`src/rtl/serial_tx_sequencer_pkg.sv`:
```
// ============================================================================
// Module : serial_tx_sequencer_pkg
// Brief  : Shared state encodings and default parameters for the serial
//          transmit sequencer.
// Rev    : 1.0  initial release
// ============================================================================
`default_nettype none

package serial_tx_sequencer_pkg;

    localparam int DEFAULT_WIDTH = 8;
    localparam int DEFAULT_GAP   = 2;
    localparam int GAP_CNT_W     = 4;

    typedef enum logic [1:0] {
        S_IDLE  = 2'd0,
        S_SHIFT = 2'd1,
        S_GAP   = 2'd2
    } state_t;

endpackage

`default_nettype wire

```
`src/rtl/piso_shift_core.sv`:
```
// ============================================================================
// Module : piso_shift_core
// Brief  : Parallel-load, MSB-first shift register; load wins over shift.
// Rev    : 1.0  initial release
// ============================================================================
`default_nettype none

module piso_shift_core #(
    parameter int WIDTH = 8
) (
    input  logic             clk,
    input  logic             reset,
    input  logic             load,
    input  logic             shift_en,
    input  logic [WIDTH-1:0] din,
    output logic             msb
);

    logic [WIDTH-1:0] sreg_q;
    logic [WIDTH-1:0] sreg_d;

    always_comb begin
        sreg_d = sreg_q;
        if (load) begin
            sreg_d = din;
        end else if (shift_en) begin
            sreg_d = {sreg_q[WIDTH-2:0], 1'b0};
        end
    end

    always_ff @(posedge clk) begin
        if (reset) begin
            sreg_q <= '0;
        end else begin
            sreg_q <= sreg_d;
        end
    end

    assign msb = sreg_q[WIDTH-1];

endmodule

`default_nettype wire

```
`src/rtl/serial_tx_sequencer.sv`:
```
// ============================================================================
// Module : serial_tx_sequencer
// Brief  : Accepts one word per handshake, emits WIDTH serial bit-cycles,
//          pulses done, then holds off for GAP idle cycles.
// Rev    : 1.0  initial release
// ============================================================================
`default_nettype none

module serial_tx_sequencer
    import serial_tx_sequencer_pkg::*;
#(
    parameter int WIDTH = DEFAULT_WIDTH,
    parameter int GAP   = DEFAULT_GAP
) (
    input  logic             clk,
    input  logic             reset,
    input  logic             in_valid,
    output logic             in_ready,
    input  logic [WIDTH-1:0] in_data,
    output logic             serial_out,
    output logic             frame_active,
    output logic             done
);

    localparam int                   CNT_W    = (WIDTH > 1) ? $clog2(WIDTH) : 1;
    localparam logic [CNT_W-1:0]     BIT_LAST = CNT_W'(WIDTH - 1);
    localparam logic [GAP_CNT_W-1:0] GAP_LAST = GAP_CNT_W'((GAP > 0) ? GAP - 1 : 0);

    state_t               state_q, state_d;
    logic [CNT_W-1:0]     bit_cnt_q, bit_cnt_d;
    logic [GAP_CNT_W-1:0] gap_cnt_q, gap_cnt_d;
    logic                 done_q, done_d;
    logic                 load;
    logic                 shift_en;
    logic                 msb;

    always_comb begin
        state_d   = state_q;
        bit_cnt_d = bit_cnt_q;
        gap_cnt_d = gap_cnt_q;
        done_d    = 1'b0;
        load      = 1'b0;
        shift_en  = 1'b0;
        case (state_q)
            S_IDLE: begin
                if (in_valid) begin
                    load      = 1'b1;
                    bit_cnt_d = '0;
                    state_d   = S_SHIFT;
                end
            end
            S_SHIFT: begin
                shift_en = 1'b1;
                // The last bit-cycle holds bit_cnt so it never wraps.
                if (bit_cnt_q == BIT_LAST) begin
                    done_d = 1'b1;
                    if (GAP > 0) begin
                        gap_cnt_d = '0;
                        state_d   = S_GAP;
                    end else begin
                        state_d   = S_IDLE;
                    end
                end else begin
                    bit_cnt_d = bit_cnt_q + CNT_W'(1);
                end
            end
            S_GAP: begin
                if (gap_cnt_q == GAP_LAST) begin
                    state_d = S_IDLE;
                end else begin
                    gap_cnt_d = gap_cnt_q + GAP_CNT_W'(1);
                end
            end
            default: begin
                state_d = S_IDLE;
            end
        endcase
    end

    always_ff @(posedge clk) begin
        if (reset) begin
            state_q   <= S_IDLE;
            bit_cnt_q <= '0;
            gap_cnt_q <= '0;
            done_q    <= 1'b0;
        end else begin
            state_q   <= state_d;
            bit_cnt_q <= bit_cnt_d;
            gap_cnt_q <= gap_cnt_d;
            done_q    <= done_d;
        end
    end

    piso_shift_core #(
        .WIDTH (WIDTH)
    ) u_core (
        .clk      (clk),
        .reset    (reset),
        .load     (load),
        .shift_en (shift_en),
        .din      (in_data),
        .msb      (msb)
    );

    assign in_ready     = (state_q == S_IDLE);
    assign frame_active = (state_q == S_SHIFT);
    assign serial_out   = frame_active & msb;
    assign done         = done_q;

endmodule

`default_nettype wire

```
`config.mk`:
```
export PLATFORM = sky130hd
export DESIGN_NAME = serial_tx_sequencer
export DESIGN_NICKNAME = d
export VERILOG_FILES = /design/src/rtl/serial_tx_sequencer_pkg.sv /design/src/rtl/piso_shift_core.sv /design/src/rtl/serial_tx_sequencer.sv
export SDC_FILE = /design/constraint.sdc
export NUM_CORES = 1
export LEC_CHECK = 0
export CAP_MARGIN = 15
export CORE_ASPECT_RATIO = 1.2
export CORE_MARGIN = 4
export CORE_UTILIZATION = 40
export DETAILED_ROUTE_END_ITERATION = 10
export SLEW_MARGIN = 20
export SYNTH_ARGS = -nofsm -noshare
export SYNTH_HDL_FRONTEND = slang
export SYNTH_SLANG_ARGS = --single-unit
export TNS_END_PERCENT = 20
```
`constraint.sdc`:
```
create_clock -name clk -period 2 [get_ports clk]
set_input_delay 0.4 -clock clk [delete_from_list [all_inputs] [get_ports clk]]
set_output_delay 0.4 -clock clk [all_outputs]
set_load 0.05 [all_outputs]
```
---- After elaboration in Yosys (flattened, before gate mapping) ----
Index checks and enable logic that the tools add are counted.
word-level totals
  register bits after elaboration ......... 18
  latch bits .............................. 0
  RAM bits ................................ 0
  bits in read-only memories .............. 0
  bits of input ports ..................... 11
  output and inout port bits .............. 4
  memories ................................ 0
operators by class
  $add $sub $neg .......................... 2
  multipliers ............................. 0
  divide/modulo/power cells ............... 0
  magnitude comparators ................... 0
  eq/ne operators ......................... 9
  shifts and indexed selects .............. 0
  multiplexer cells ....................... 16
  bitwise logic cells ..................... 2
  reductions and logical operators ........ 8
operators with widths
  operator                                             count
  two-way mux 8 bit                                    2
  AND reduction 3 bit                                  3
  two-way mux 4 bit                                    2
  != test 2 bit, second input constant                 4
  one-hot mux 4 bit (2 select lines)                   1
  two-way mux 2 bit                                    3
  two-way mux 3 bit                                    2
  one-hot mux 2 bit (3 select lines)                   1
  one-hot mux 3 bit (2 select lines)                   1
  nonzero test 2 bit                                   3
  adder 4 x 1 -> 4 bit, second input constant          1
  equality test 4 x 1 -> 1 bit, second input constant  1
  two-way mux 1 bit                                    4
  adder 3 x 1 -> 3 bit, second input constant          1
  equality test 3 bit, second input constant           1
  equality test 2 x 1 -> 1 bit, second input constant  1
  equality test 2 bit, second input constant           1
  zero test 2 bit                                      1
  != test 2 x 1 -> 1 bit, second input constant        1
  OR reduction 2 bit                                   1
  bitwise AND 1 bit                                    1
  NOT 1 bit                                            1

---- Longest topological paths before layout ----
Gate-level depths: netlist (run 1).
  word-level depth ........................ 4
  gate-level depth with buffers ........... 5
  depth with buffers taken out ............ 5

---- Cells and area by module ----
A second synthesis (run 1) with hierarchy kept.
second synthesis, totals
  cells, all modules ...................... 97
  area total of the unflattened synthesis .. 937.1 um^2
modules (own cells, without submodules)
  module               times used  cells an instance  area an instance (um^2)
  serial_tx_sequencer  1           62                 568.0
  piso_shift_core      1           35                 369.1

---- Worst setup path before layout (run 1) ----
Ideal clock, no wire load.
  path kind ............................... register to output
  start point ............................. register state_q[0]
  end point ............................... output port frame_active
  arrival ................................. 1,270 ps
  required time ........................... 1,600 ps
  path slack .............................. 330 ps
  cell stages (with the launch flop) ...... 4
  cell sequence ........................... dfxtp_1 -> buf_6 -> clkinv_1 -> nor2_1
on the way
  cells in the longest elaborated chain, start to end .. 1
RTL lines
  element                       RTL line                    RTL
  start, declared               serial_tx_sequencer.sv:29   state_t state_q, state_d;
  start signal, assigned        serial_tx_sequencer.sv:87   state_q <= state_d;
  equality test 2 x 1 -> 1 bit  serial_tx_sequencer.sv:106  assign frame_active = (state_q == S_SHIFT);
  end, declared                 serial_tx_sequencer.sv:21   output logic frame_active,
Every way passes these cells.

---- Worst setup path after layout (run 1) ----
  start point ............................. register done_q (netlist: done)
  end point ............................... output port done
RTL lines
  element                 RTL line                   RTL
  start, declared         serial_tx_sequencer.sv:32  logic done_q, done_d;
  start signal, assigned  serial_tx_sequencer.sv:90  done_q <= done_d;
  end, declared           serial_tx_sequencer.sv:22  output logic done
No word-level cell between the ends.

==> results of run 1 <==
[power by group]
| group | switching [mW] | internal (mW) |
|---|---|---|
| sequential | 0.0129 | 0.378 |
| clock | 0.110 | 0.111 |
| combinational | 0.0677 | 0.0639 |
[final cells by class]
type | count | area [um^2] | share of cell area (%)
Multi-Input combinational cell | 72 | 467 | 42.3
Sequential cell | 18 | 360 | 32.7
Inverter | 7 | 26.3 | 2.38
Clock buffer | 4 | 36.3 | 3.29
Timing Repair Buffer | 18 | 175 | 15.9
Tap cell | 30 | 37.5 | 3.41
[registers in the layout (all words and copies together) (netlist names)]
signal / flops
bit_cnt_q: 3
done: 1
gap_cnt_q: 4
state_q: 2
u_core.sreg_q: 8
[per-stage QoR]
step	utilization, %	hold WS [ps]	setup WS [ps]
finish	52.6	472	190
global placement	50.9	460	286
floorplan	-	450	330
CTS	52.6	479	178
global route	52.6	522	159
detailed placement	50.9	464	245
[layer usage]
metal / track usage [%] / routed length (um) / vias up
met5: 0 / 0 / -
met4: 6.92 / 23 / 0
met3: 3.02 / 76 / 2
met2: 22.5 / 885 / 12
met1: 18.6 / 921 / 365
li1: - / - / 401
[worst min path at each step]
stage	end	slack [ps]	cells after the start
detailed placement	u_core.sreg_q[0]$_SDFFE_PP0P_	460	2
CTS	u_core.sreg_q[0]$_SDFFE_PP0P_	480	2
finish	u_core.sreg_q[0]$_SDFFE_PP0P_	470	2
floorplan	u_core.sreg_q[0]$_SDFFE_PP0P_	450	2
global placement	u_core.sreg_q[0]$_SDFFE_PP0P_	460	2
global route	bit_cnt_q[2]$_SDFFE_PP0P_	520	2
[cells in the mapped netlist]
master,instances
inv_1,6
o21ba_2,1
clkbuf_1,3
nor4b_1,1
dfxtp_1,18
o31ai_1,2
nor2_1,14
and3_1,1
a22o_1,1
nor3_1,1
a211oi_1,7
o2bb2ai_1,4
nand2b_1,4
ha_1,4
a21oi_1,5
o21ai_0,3
or3_1,2
nor4_1,1
o211ai_1,3
nor3b_1,2
nor2b_1,1
mux2i_1,1
or4_1,1
nand3b_1,1
nand2b_4,1
buf_6,1
nand4_1,1
or2_2,1
o22ai_1,4
buf_2,2
nand2_1,5
clkinv_1,1
[cells by family after synthesis]
family | Yosys count | share of synthesized area, %
simple gates | 37 | 22.3
flops | 18 | 40.7
fa+ha+maj | 4 | 5.65
compound gates | 30 | 23.6
buf+inv | 13 | 6.64
mux | 1 | 1.13
==> flow_summary.toml, run 1 <==
[run_status]
outcome = "complete, no violations"

[floorplan]
io_pins = 15
start_util_pct = 42.3
die_w_um = 51.0
die_y_um = 59.6
core_area_mm2 = 0.00209
rows = 18
dieArea_mm2 = 0.00303

[drt]
drtAntennaViolNets = 0
avgRoutedWirePerCell_um = 12.8
initialDrtViolationCount = 18
route.detailed.drc = 0
first_pass_iters = 4
vias = 780
wirelength_um = 1910
viasPerCell = 5.23

[cells_and_area]
final_common_cell = "dfxtp_1"
design_area_mm2 = 0.00110
fillers = 226
nNetsFinal = 135
final_cells = 149
antenna_cells = 0
drive_gt1_share_pct = 11.8
syn_to_final_growth_pct = 24.4
most-common-layout-cells = "dfxtp_1 (18), nor2_1 (14), clkdlybuf4s50_1 (11), a211oi_1 (7)"

[clock_network]
cts_setup_buffers = 0
clockRootBuffer = "clkbuf_4"
htree_num_levels = 1
cts_tree = "done"
clock_latency_ps = 290
cts-resized-gates = 0
cts.sinks = 18
cts_made_buffers = 3
hold_buffers = 0
cts.path.max_buffers = 2
clkTransAtPathRegs_ps = 110

[power]
p_total_mw = 0.744
vdd_drop_max_v = 0.000372
p_leak_nw = 0.413
power.density_mw_per_mm2 = 675

[timing]
slew-limit-headroom_pct = 64.8
fin_crit_sh_pct = 90.5
fmax_mhz = 552
final_hold_viol_count = 0
clock_skew_ps = 5.82
setup-tns-final_ps = 0
rsz0062_at_grt = "no"
min_period_ps = 1810
finalSetupViolations = 0
drv_slew = 0
max_slew.worst_pin.slew_ps = 521

[setup_path]
end_kind = "output pin"
critPathRequiredTime_ps = 1600
cp-endpoint = "done"
reg2reg_slack_ps = 480
rr_endpoint = "bit_cnt_q[0]$_SDFFE_PP0P_"
slowest_stage = "clkdlybuf4s50_1"
r2r.worst_path.cells = 5
start_kind = "register"
cp_max_fo = 1
cp.depth = 1
setup.worst_path.start = "done$_SDFF_PP0_"
r2r-start = "bit_cnt_q[0]$_SDFFE_PP0P_"
crit_arrival_ps = 1410
path_buf_inv = 1
crit_type = "register to output pin"
path_cells = "clkdlybuf4s50_1"
cp_top_family = "buffers and inverters"
cpPeakStageDelay_ps = 800

[synth]
synth_fp_nets = 118
synth_cell_types = 32
postSynthCellCount = 103
yosysWarnings = 0
ys_top_cells_by_area = "dfxtp_1 (41%), a211oi_1 (5.9%), nor2_1 (5.9%)"
synthesis.area_um2 = 886
synth-seq-cells = 18
yosys.area.top_type = "dfxtp_1"
yosysSeqAreaShare_pct = 40.7
syn_avg_cell_area_um2 = 8.60
yosysTopAreaCellShare_pct = 40.7

[hold_path]
hp-class = "register to register"
holdCritStartpoint = "u_core.sreg_q[0]$_SDFFE_PP0P_"

[flow_run]
drv_cap = 0

[grt]
grt_pass1_vias = 751
grt_pass1_wl_um = 3270
antenna_found_initial = 0
track_usage_pct = 14.3
grt_max_degree = 22
overflow = 0

[place]
post_dp_cell_area_mm2 = 0.00107
port_buffers = 14
dpl.cell_count = 145
place.gp.congestion = 0.741
place_hpwl_um = 1410
Note: power is estimated with default switching activity, not from simulation.
==> inputs of run 2 (changes only) <==
SYNTH_HIERARCHICAL = 1   (was not set)
==> run 2 against run 1 <==
  * Clock power rose by 2%
  * Power up 0.77%
  * Die area increased by 4.9%
  * Synthesized area rose by 5.8%
  * Register-to-register slack is essentially flat
  * Fmax down 1.5%
  * Core utilization increased by 1.1 points
  * Largest cell class unchanged
  * Highest routed layer unchanged
==> flow_summary.toml, run 2 <==
[run_status]
outcome = "complete, no violations"

[timing]
final_hold_viol_count = 0
drv_slew = 0
finalSetupViolations = 0
slew-limit-headroom_pct = 67.2
max_slew.worst_pin.slew_ps = 490
whs_ps = 496
setup-tns-final_ps = 0
fmax_mhz = 544
clock_skew_ps = 3.42
fin_crit_sh_pct = 91.8
min_period_ps = 1840
rsz0062_at_grt = "no"

[clock_network]
clockRootBuffer = "clkbuf_4"
clock_latency_ps = 290
cts_made_buffers = 3
clkTransAtPathRegs_ps = 100
hold_buffers = 0
cts.sinks = 18
cts_setup_buffers = 0
cts.path.max_buffers = 2
cts_tree = "done"
cts-resized-gates = 0
htree_num_levels = 1

[flow_run]
drv_cap = 0

[synth]
synth_edf_count = 0
synthesis.area_um2 = 937
syn_avg_cell_area_um2 = 9.66
postSynthCellCount = 97
synthTopCellsByCount = "dfxtp_1 (18), nor2b_1 (11), mux2i_1 (10)"
ys_async_sr_fraction_pct = 0
yosysWarnings = 6
yosysSeqAreaShare_pct = 38.5
yosysMostFrequentCell = "dfxtp_1"
yosysTopAreaCellShare_pct = 38.5
ys_top_cells_by_area = "dfxtp_1 (38%), mux2i_1 (11%), nor2b_1 (7.3%)"
synth_ff_type = "dfxtp_1"
synth_fp_nets = 112
synth_cell_types = 29
synth-seq-cells = 18
yosys.area.top_type = "dfxtp_1"

[drt]
avgRoutedWirePerCell_um = 12.6
wirelength_um = 1810
drtAntennaViolNets = 0
top_layer_used = "met4"
met2WireLength_um = 873
viasPerCell = 5.01
route.detailed.drc = 0
first_pass_iters = 4
wl_met1_um = 841
vias = 717
route.met3.wl_um = 55
initialDrtViolationCount = 2

[setup_path]
start_kind = "register"
critPathRequiredTime_ps = 1600
crit_arrival_ps = 1440
crit_type = "register to output pin"
cp_max_fo = 11
end_kind = "output pin"

[cells_and_area]
nNetsFinal = 129
final_common_cell = "dfxtp_1"
top_register = "u_core/sreg_q"
design_area_mm2 = 0.00115
seq_area_um2 = 360
final_util_pct = 53.7
fillers = 211
syn_to_final_growth_pct = 22.7
most-common-layout-cells = "dfxtp_1 (18), nor2b_1 (11), clkdlybuf4s50_1 (11), mux2i_1 (10), a211oi_1 (7)"
largest_reg_flops = 8
antenna_cells = 0
largestRegisters = "u_core/sreg_q (8), gap_cnt_q (4), bit_cnt_q (3)"
drive_gt1_share_pct = 14.2
multi_input_comb_area_um2 = 517

[place]
place.gp.congestion = 0.719
place_hpwl_um = 1340
port_buffers = 14
post_dp_cell_area_mm2 = 0.00111

[power]
p_switching_mw = 0.192
seqPwrFrac_pct = 52.0
p_total_mw = 0.750
switching_share_pct = 25.6
power.density_mw_per_mm2 = 652
p_leak_nw = 0.444
vdd_drop_max_v = 0.000382
clkPwrFrac_pct = 30.0
p_comb_share_pct = 18.0
p_int_mw = 0.558

[grt]
grt_pass1_vias = 715
grt_max_degree = 12
grt_pass1_wl_um = 3170
antenna_found_initial = 0
track_usage_pct = 13.4
overflow = 0

[floorplan]
rows = 18
core_area_mm2 = 0.00214
io_pins = 15
dieArea_mm2 = 0.00318
start_util_pct = 43.8
die_w_um = 52.2
die_y_um = 61.0

[hold_path]
hp-class = "register to register"
==> run 2: critical path, cell delays in order, from the launching register on <==
cell,delay [ps]
dfxtp_1,520
nor2b_1,270
and2_1,210
buf_12,150
==> run 2: stage by stage <==
stage / cells / setup WS [ps]
after floorplan: 97 / 168
after global placement: 139 / 262
after detailed placement: 139 / 265
after CTS: 143 / 139
after global routing: 143 / 3.84
final: 143 / 163
==> run 2: final timing paths <==
path	from	end	slack, ps	depth (start not counted)
worst min register to register	bit_cnt_q[1]$_SDFFE_PP0P_	bit_cnt_q[1]$_SDFFE_PP0P_	500	2
worst max register to register	bit_cnt_q[0]$_SDFFE_PP0P_	bit_cnt_q[2]$_SDFFE_PP0P_	470	5
worst max-delay path	state_q[0]$_SDFFE_PP0P_	serial_out	160	3
worst min-delay path	bit_cnt_q[1]$_SDFFE_PP0P_	bit_cnt_q[1]$_SDFFE_PP0P_	500	2
==> run 2: final cells by class <==
cell class,instances,area share [%]
inverters,3,0.979
flip-flops and latches,18,31.3
clock buffers,4,3.16
repair buffers,18,16.3
multi-input cells,70,44.9
well taps,30,3.26
==> run 2: power by group through the flow <==
stage,Combinational [mW],Clock [mW],Sequential [mW]
after detailed placement,0.136,0,0.398
after CTS,0.137,0.236,0.390
after global placement,0.135,0,0.398
after floorplan,0.0930,0,0.392
final,0.135,0.225,0.390
after global routing,0.146,0.250,0.393
==> run 2: cells by family after synthesis <==
family	Yosys count	share of synthesized area, %
AND/OR/NAND/NOR	41	27.4
flip-flops	18	38.5
AO/OA/AOI/OAI	15	11.7
multiplexers	10	10.7
buffers and inverters	9	6.41
adder cells (fa/ha/maj)	4	5.34
==> run 2: metal layers <==
layer	global-route usage (%)	up-vias
met5	0	-
li1	-	376
met1	16.2	323
met3	2.91	4
met4	7.66	0
met2	22.3	14
